`config.mk`:
```
export PLATFORM = sky130hd
export DESIGN_NAME = axi_master_arbiter
export DESIGN_NICKNAME = d
export VERILOG_FILES = /design/src/rtl/axi_master_arbiter_pkg.sv /design/src/rtl/axi_master_arbiter_rr_arbiter.sv /design/src/rtl/axi_master_arbiter.sv
export SDC_FILE = /design/constraint.sdc
export NUM_CORES = 1
export LEC_CHECK = 0
export CAP_MARGIN = 0
export CORE_MARGIN = 3
export CORE_UTILIZATION = 25
export DETAILED_ROUTE_END_ITERATION = 7
export PLACE_DENSITY_LB_ADDON = 0.05
export SYNTH_ARGS = -nofsm -noshare
export SYNTH_HDL_FRONTEND = slang
export SYNTH_SLANG_ARGS = --single-unit
```
`constraint.sdc`:
```
create_clock -name ACLK -period 3.43 [get_ports ACLK]
set_input_delay 0.5145 -clock ACLK [delete_from_list [all_inputs] [get_ports ACLK]]
set_output_delay 0.5145 -clock ACLK [all_outputs]
set_load 0.1 [all_outputs]
```
`src/rtl/axi_master_arbiter_pkg.sv`:
```
// axi_master_arbiter_pkg: shared FSM encoding and width helpers for the arbiter slice
package axi_master_arbiter_pkg;
  typedef enum logic [1:0] {IDLE, ISSUE, WAIT, DONE} state_t;
  function automatic int strb_w(int dw);
    return dw / 8;
  endfunction
  function automatic int cnt_w(int t);
    return $clog2(t);
  endfunction
  function automatic int idx_w(int n);
    return n > 1 ? $clog2(n) : 1;
  endfunction
endpackage

```
`src/rtl/axi_master_arbiter_rr_arbiter.sv`:
```
// axi_master_arbiter_rr_arbiter: combinational round-robin pick of the first request at/after ptr
module axi_master_arbiter_rr_arbiter
  import axi_master_arbiter_pkg::*;
#(
  parameter int NREQ = 2,
  parameter int IW = idx_w(NREQ)
) (
  input  logic [NREQ-1:0] req,
  input  logic [IW-1:0]   ptr,
  output logic            any,
  output logic [IW-1:0]   idx,
  output logic [NREQ-1:0] gnt
);
  logic [IW-1:0] j;
  always_comb begin
    idx = '0;
    j = '0;
    for (int k = NREQ - 1; k >= 0; k--) begin
      j = IW'((int'(ptr) + k) % NREQ);
      idx = req[j] ? j : idx;
    end
  end
  assign any = |req;
  assign gnt = any ? NREQ'(1) << idx : '0;
endmodule

```
`src/rtl/axi_master_arbiter.sv`:
```
// axi_master_arbiter: round-robin sharing of one axi_master user port, one transaction in flight
module axi_master_arbiter
  import axi_master_arbiter_pkg::*;
#(
  parameter int NREQ = 2,
  parameter int ADDR_W = 32,
  parameter int DATA_W = 32,
  parameter int TIMEOUT = 256,
  localparam int STRB_W = strb_w(DATA_W)
) (
  input  logic                     ACLK,
  input  logic                     ARESET,
  input  logic [NREQ-1:0]          req_valid,
  input  logic [NREQ-1:0]          req_write,
  input  logic [NREQ*ADDR_W-1:0]   req_addr,
  input  logic [NREQ*DATA_W-1:0]   req_wdata,
  input  logic [NREQ*STRB_W-1:0]   req_wstrb,
  output logic [NREQ-1:0]          req_gnt,
  output logic [NREQ-1:0]          req_done,
  output logic                     req_err,
  output logic [DATA_W-1:0]        req_rdata,
  output logic                     m_valid,
  output logic                     m_valid_r,
  output logic [ADDR_W-1:0]        m_aw_addr,
  output logic [ADDR_W-1:0]        m_ar_addr,
  output logic [DATA_W-1:0]        m_w_data,
  output logic [STRB_W-1:0]        m_w_strb,
  input  logic                     m_ready,
  input  logic                     m_r_done,
  input  logic [DATA_W-1:0]        m_r_data
);
  localparam int IW = idx_w(NREQ);
  localparam int CW = cnt_w(TIMEOUT);
  state_t state;
  logic [IW-1:0] idx, ptr, pick;
  logic [CW-1:0] cnt;
  logic wr, any;
  logic [NREQ-1:0] onehot;
  logic [ADDR_W-1:0] addr;
  logic [ADDR_W-1:0] addr_a [NREQ];
  logic [DATA_W-1:0] data_a [NREQ];
  logic [STRB_W-1:0] strb_a [NREQ];
  for (genvar i = 0; i < NREQ; i++) begin : g_unpack
    assign addr_a[i] = req_addr[i*ADDR_W +: ADDR_W];
    assign data_a[i] = req_wdata[i*DATA_W +: DATA_W];
    assign strb_a[i] = req_wstrb[i*STRB_W +: STRB_W];
  end
  assign m_aw_addr = addr;
  assign m_ar_addr = addr;
  axi_master_arbiter_rr_arbiter #(.NREQ(NREQ), .IW(IW)) u_rr (
    .req(req_valid), .ptr(ptr), .any(any), .idx(pick), .gnt(onehot)
  );
  always_ff @(posedge ACLK or negedge ARESET) begin
    if (!ARESET) begin
      state <= IDLE;
      idx <= '0;
      ptr <= '0;
      cnt <= '0;
      wr <= 1'b0;
      addr <= '0;
      m_w_data <= '0;
      m_w_strb <= '0;
      req_gnt <= '0;
      req_done <= '0;
      req_err <= 1'b0;
      req_rdata <= '0;
      m_valid <= 1'b0;
      m_valid_r <= 1'b0;
    end else begin
      m_valid <= 1'b0;
      m_valid_r <= 1'b0;
      req_done <= '0;
      case (state)
        IDLE: if (any) begin
          idx <= pick;
          wr <= req_write[pick];
          addr <= addr_a[pick];
          m_w_data <= data_a[pick];
          m_w_strb <= strb_a[pick];
          req_gnt <= onehot;
          m_valid <= req_write[pick];
          m_valid_r <= !req_write[pick];
          state <= ISSUE;
        end
        ISSUE: begin
          cnt <= '0;
          state <= WAIT;
        end
        WAIT: if (wr ? m_ready : m_r_done) begin
          req_done <= req_gnt;
          req_err <= 1'b0;
          req_rdata <= wr ? req_rdata : m_r_data;
          state <= DONE;
        end else if (cnt == CW'(TIMEOUT - 1)) begin
          req_done <= req_gnt;
          req_err <= 1'b1;
          req_rdata <= '0;
          state <= DONE;
        end else begin
          cnt <= cnt + CW'(1);
        end
        DONE: begin
          ptr <= idx == IW'(NREQ - 1) ? '0 : idx + IW'(1);
          req_gnt <= '0;
          req_err <= 1'b0;
          state <= IDLE;
        end
        default: state <= IDLE;
      endcase
    end
  end
endmodule

```
==> metrics.md <==
| Metric | Value |
|---|---|
| CTS Buf Count | 17 |
| Clock Skews | a little over 10 ps |
| Post-route ant nets | 0 |
| Clk sinks | 120 |
| Vias in the first global route | between 4000 and 5000 |
| DRT Pass-1 Iters | 4 |
| Setup violators final | 0 |
| WL final | approximately 19000 um |
| Ys flop type | dfrtp_1 |
| CP max-delay cell | clkdlybuf4s50_1 |
| CP bufs+invs | 1 |
| Average vias per placed instance | 4.423 |
| Seq/Total Area, Yosys | a little over half |
| Final Util | 43.57% |
| Critical path, cell by cell | clkdlybuf4s50_1 |
| GRT Util Overall | 15.40% |
| PortBufs | roughly 310 |
| Clock buffer depth | 2 |
| HPWL Detailed | roughly 15000 um |
| First-pass GRT wire length | approximately 29000 um |
| Worst R2R Path Depth | 5 |
| Synth Net Count | between 600 and 700 |
| Area growth syn-to-layout | 68.22% |
| Yosys warns | 0 |
| Post-synthesis cell count | 500 |
| Post-synth ARST share | 100.0% |
| N_diodes | 0 |
| Initial Util | between 20% and 30% |
| Core area | 21420 um2 |
| Slew headroom | a little over a quarter |
| Top Family by Delay on Critical Path | buffers and inverters |
| Kind of critical path | reg2out |
| TritonCTS clock tree | built |
| Critical path fanouts, max | 4 |
| Minimum clock period | 2516 ps |
| Area contributors post-synth | dfrtp_1, mux2i_1, o21ai_0, a22o_1, nand2_1 |
| I/O pin total | 315 |
| Drc violations | 0 |
| Top cell type's share of synthesized area | between 50% and 60% |
| Final GP Congestion | between 0.8 and 0.9 |
| Largest area contributor in the netlist | dfrtp_1 |
| WL per Instance | 17.87 um |
| Hold Violations, Final | 0 |
| Worst Path Arrival | 2000 ps |
| Die Ht | roughly 150 um |
| Nets | about 960 |
| Share of cells above drive strength 1 | under 10% |
| Max cap viols | 0 |
| RSZ-0062 raised after global routing | false |
| Post-CTS Setup Bufs | 0 |
| Row cnt | 53 |
| CTS hold repair buffers | 0 |
| Routed vias | approximately 4700 |
| FILL cells | 2079 |
| Post-synthesis cell type count | 43 |
| Critical Path Max Stage Delay | about 1200 ps |
| Worst hold path type | in2async |
| Worst Max-Slew Pin Slew | around 1100 ps |
| Syn Area/Cell | between 10 and 15 um2 |
| CTS resizes | 0 |
| Pin count of the biggest net entering global routing | between 90 and 100 |
| Initial antenna violation count | 0 |
| CP startpoint kind | flop |
| Latest clock arrival within the worst-skew pair | 410 ps |
| WP data required | slightly below 3000 ps |
| Die width | between 150 and 200 um |
| Max Clk Rate | 0.3975 GHz |
| Die area | between 20000 and 25000 um2 |
| Fin. max-slew vios | 0 |
| Final critical-path share of the clock period | around 73% |
| CTS Root Cell | clkbuf_16 |
| Post-synthesis register bit count | 120 |
| Post-Syn Area | 5548 um2 |
| Clock transition at path regs | approximately 60 ps |
| Initial DRC Count | ~180 |
| Final non-filler cell total | 1065 |
| Critical path depth | 1 |
| GR Overflow Total | 0 |
| H-tree depth | 4 |
| Status | finished clean |
| EDFF count, synth | 0 |
| Post-Route Setup TNS | 0 ps |
| Placed insts | slightly above 1000 |
| Crit end category | output pin |
==> metal layers <==
metal | up-vias | share of wire (%) | global-route usage (%)
li1 | 2283 | - | -
met1 | 2210 | 39 | 18.09
met2 | 196 | 50 | 26.38
met3 | 21 | 8.1 | 5.452
met4 | 0 | 2.1 | 4.836
met5 | - | 0 | 0
==> Yosys cell counts, types with 2 or more instances <==
| cell type | number |
|---|---|
| buf_4 | 33 |
| a21o_1 | 2 |
| nor2_1 | 9 |
| dfrtp_1 | 120 |
| o21ai_0 | 71 |
| and3_1 | 4 |
| buf_6 | 4 |
| mux2i_1 | 71 |
| a22o_1 | 34 |
| buf_2 | 18 |
| o21ai_1 | 5 |
| o211ai_1 | 2 |
| nand3_1 | 8 |
| ha_1 | 5 |
| clkbuf_2 | 2 |
| inv_1 | 7 |
| nand2_1 | 71 |
| a21oi_1 | 2 |
| clkbuf_1 | 8 |
==> logic make-up after synthesis <==
group / count (synthesis) / share of synthesized area (%)
compound gates: 127 / 14.91
flops: 120 / 54.13
simple gates: 101 / 8.007
mux: 73 / 13.42
buf+inv: 72 / 8.097
fa+ha+maj: 5 / 1.128
xor+xnor: 2 / 0.3158
==> registers in the layout, summed over array words and instances (netlist names), 2 cells and up <==
signal,cells
m_w_strb,4
m_ar_addr,32
state,2
req_rdata,32
req_gnt,2
m_w_data,32
req_done,2
cnt,8
==> cells in the final DEF (no fill, tap or decap), types with 2 or more instances in the layout <==
cell,synthesis,final
clkdlybuf4s50_1,0,310
dfrtp_1,120,120
mux2i_1,71,71
nand2_1,71,71
o21ai_0,71,70
a22o_1,34,34
clkbuf_16,0,17
buf_4,33,12
nor2_1,9,9
nand3_1,8,8
inv_1,7,7
ha_1,5,5
clkinv_4,0,5
and3_1,4,4
o21ai_1,5,4
bufinv_16,0,4
clkinv_2,0,3
o21ai_4,0,2
o211ai_1,2,2
a21oi_1,2,2
a21o_1,2,2
clkinvlp_4,0,2
==> layout make-up <==
cell class                      instances  area [um2]  share of cell area, %
Tap cell                              275       344.1                  3.687
Timing Repair Buffer                  323        3213                  34.43
Inverter                                7       26.28                 0.2815
Clock buffer                           17       425.4                  4.558
Multi-Input combinational cell        308        2118                  22.70
Clock inverter                         15       202.7                  2.172
Sequential cell                       120        3003                  32.18
==> stage by stage <==
step / hold WS (ps) / worst slack, ps / instance area (um2)
floorplan: 218.9 / 1576 / 5548
detailed placement: 453.6 / 1047 / 8705
global placement: 438.0 / 1103 / 8705
CTS: 158.5 / 877.6 / 9333
global route: 178.4 / 842.5 / 9333
finish: 142.0 / 914.4 / 9333
==> worst paths after layout <==
path                             from            to  slack, ps
setup / recovery           req_gnt[1]    req_gnt[1]        910
hold / removal                 ARESET  m_ar_addr[0]        140
hold reg to reg                   idx           ptr        470
setup reg to reg               cnt[0]      state[1]       1380
min in group ACLK                 idx           ptr        470
max in group asynchronous      ARESET   m_w_strb[0]       2430
==> worst register-to-register path, stage by stage, from the launching register on <==
cell,delay (ps)
dfrtp_1,390
ha_1,240
nand3_1,230
o211ai_4,480
a21boi_2,270
mux2_1,330
Power is not shown: default switching activity piles up to over one toggle a cycle in this logic, so the estimate is an artifact.
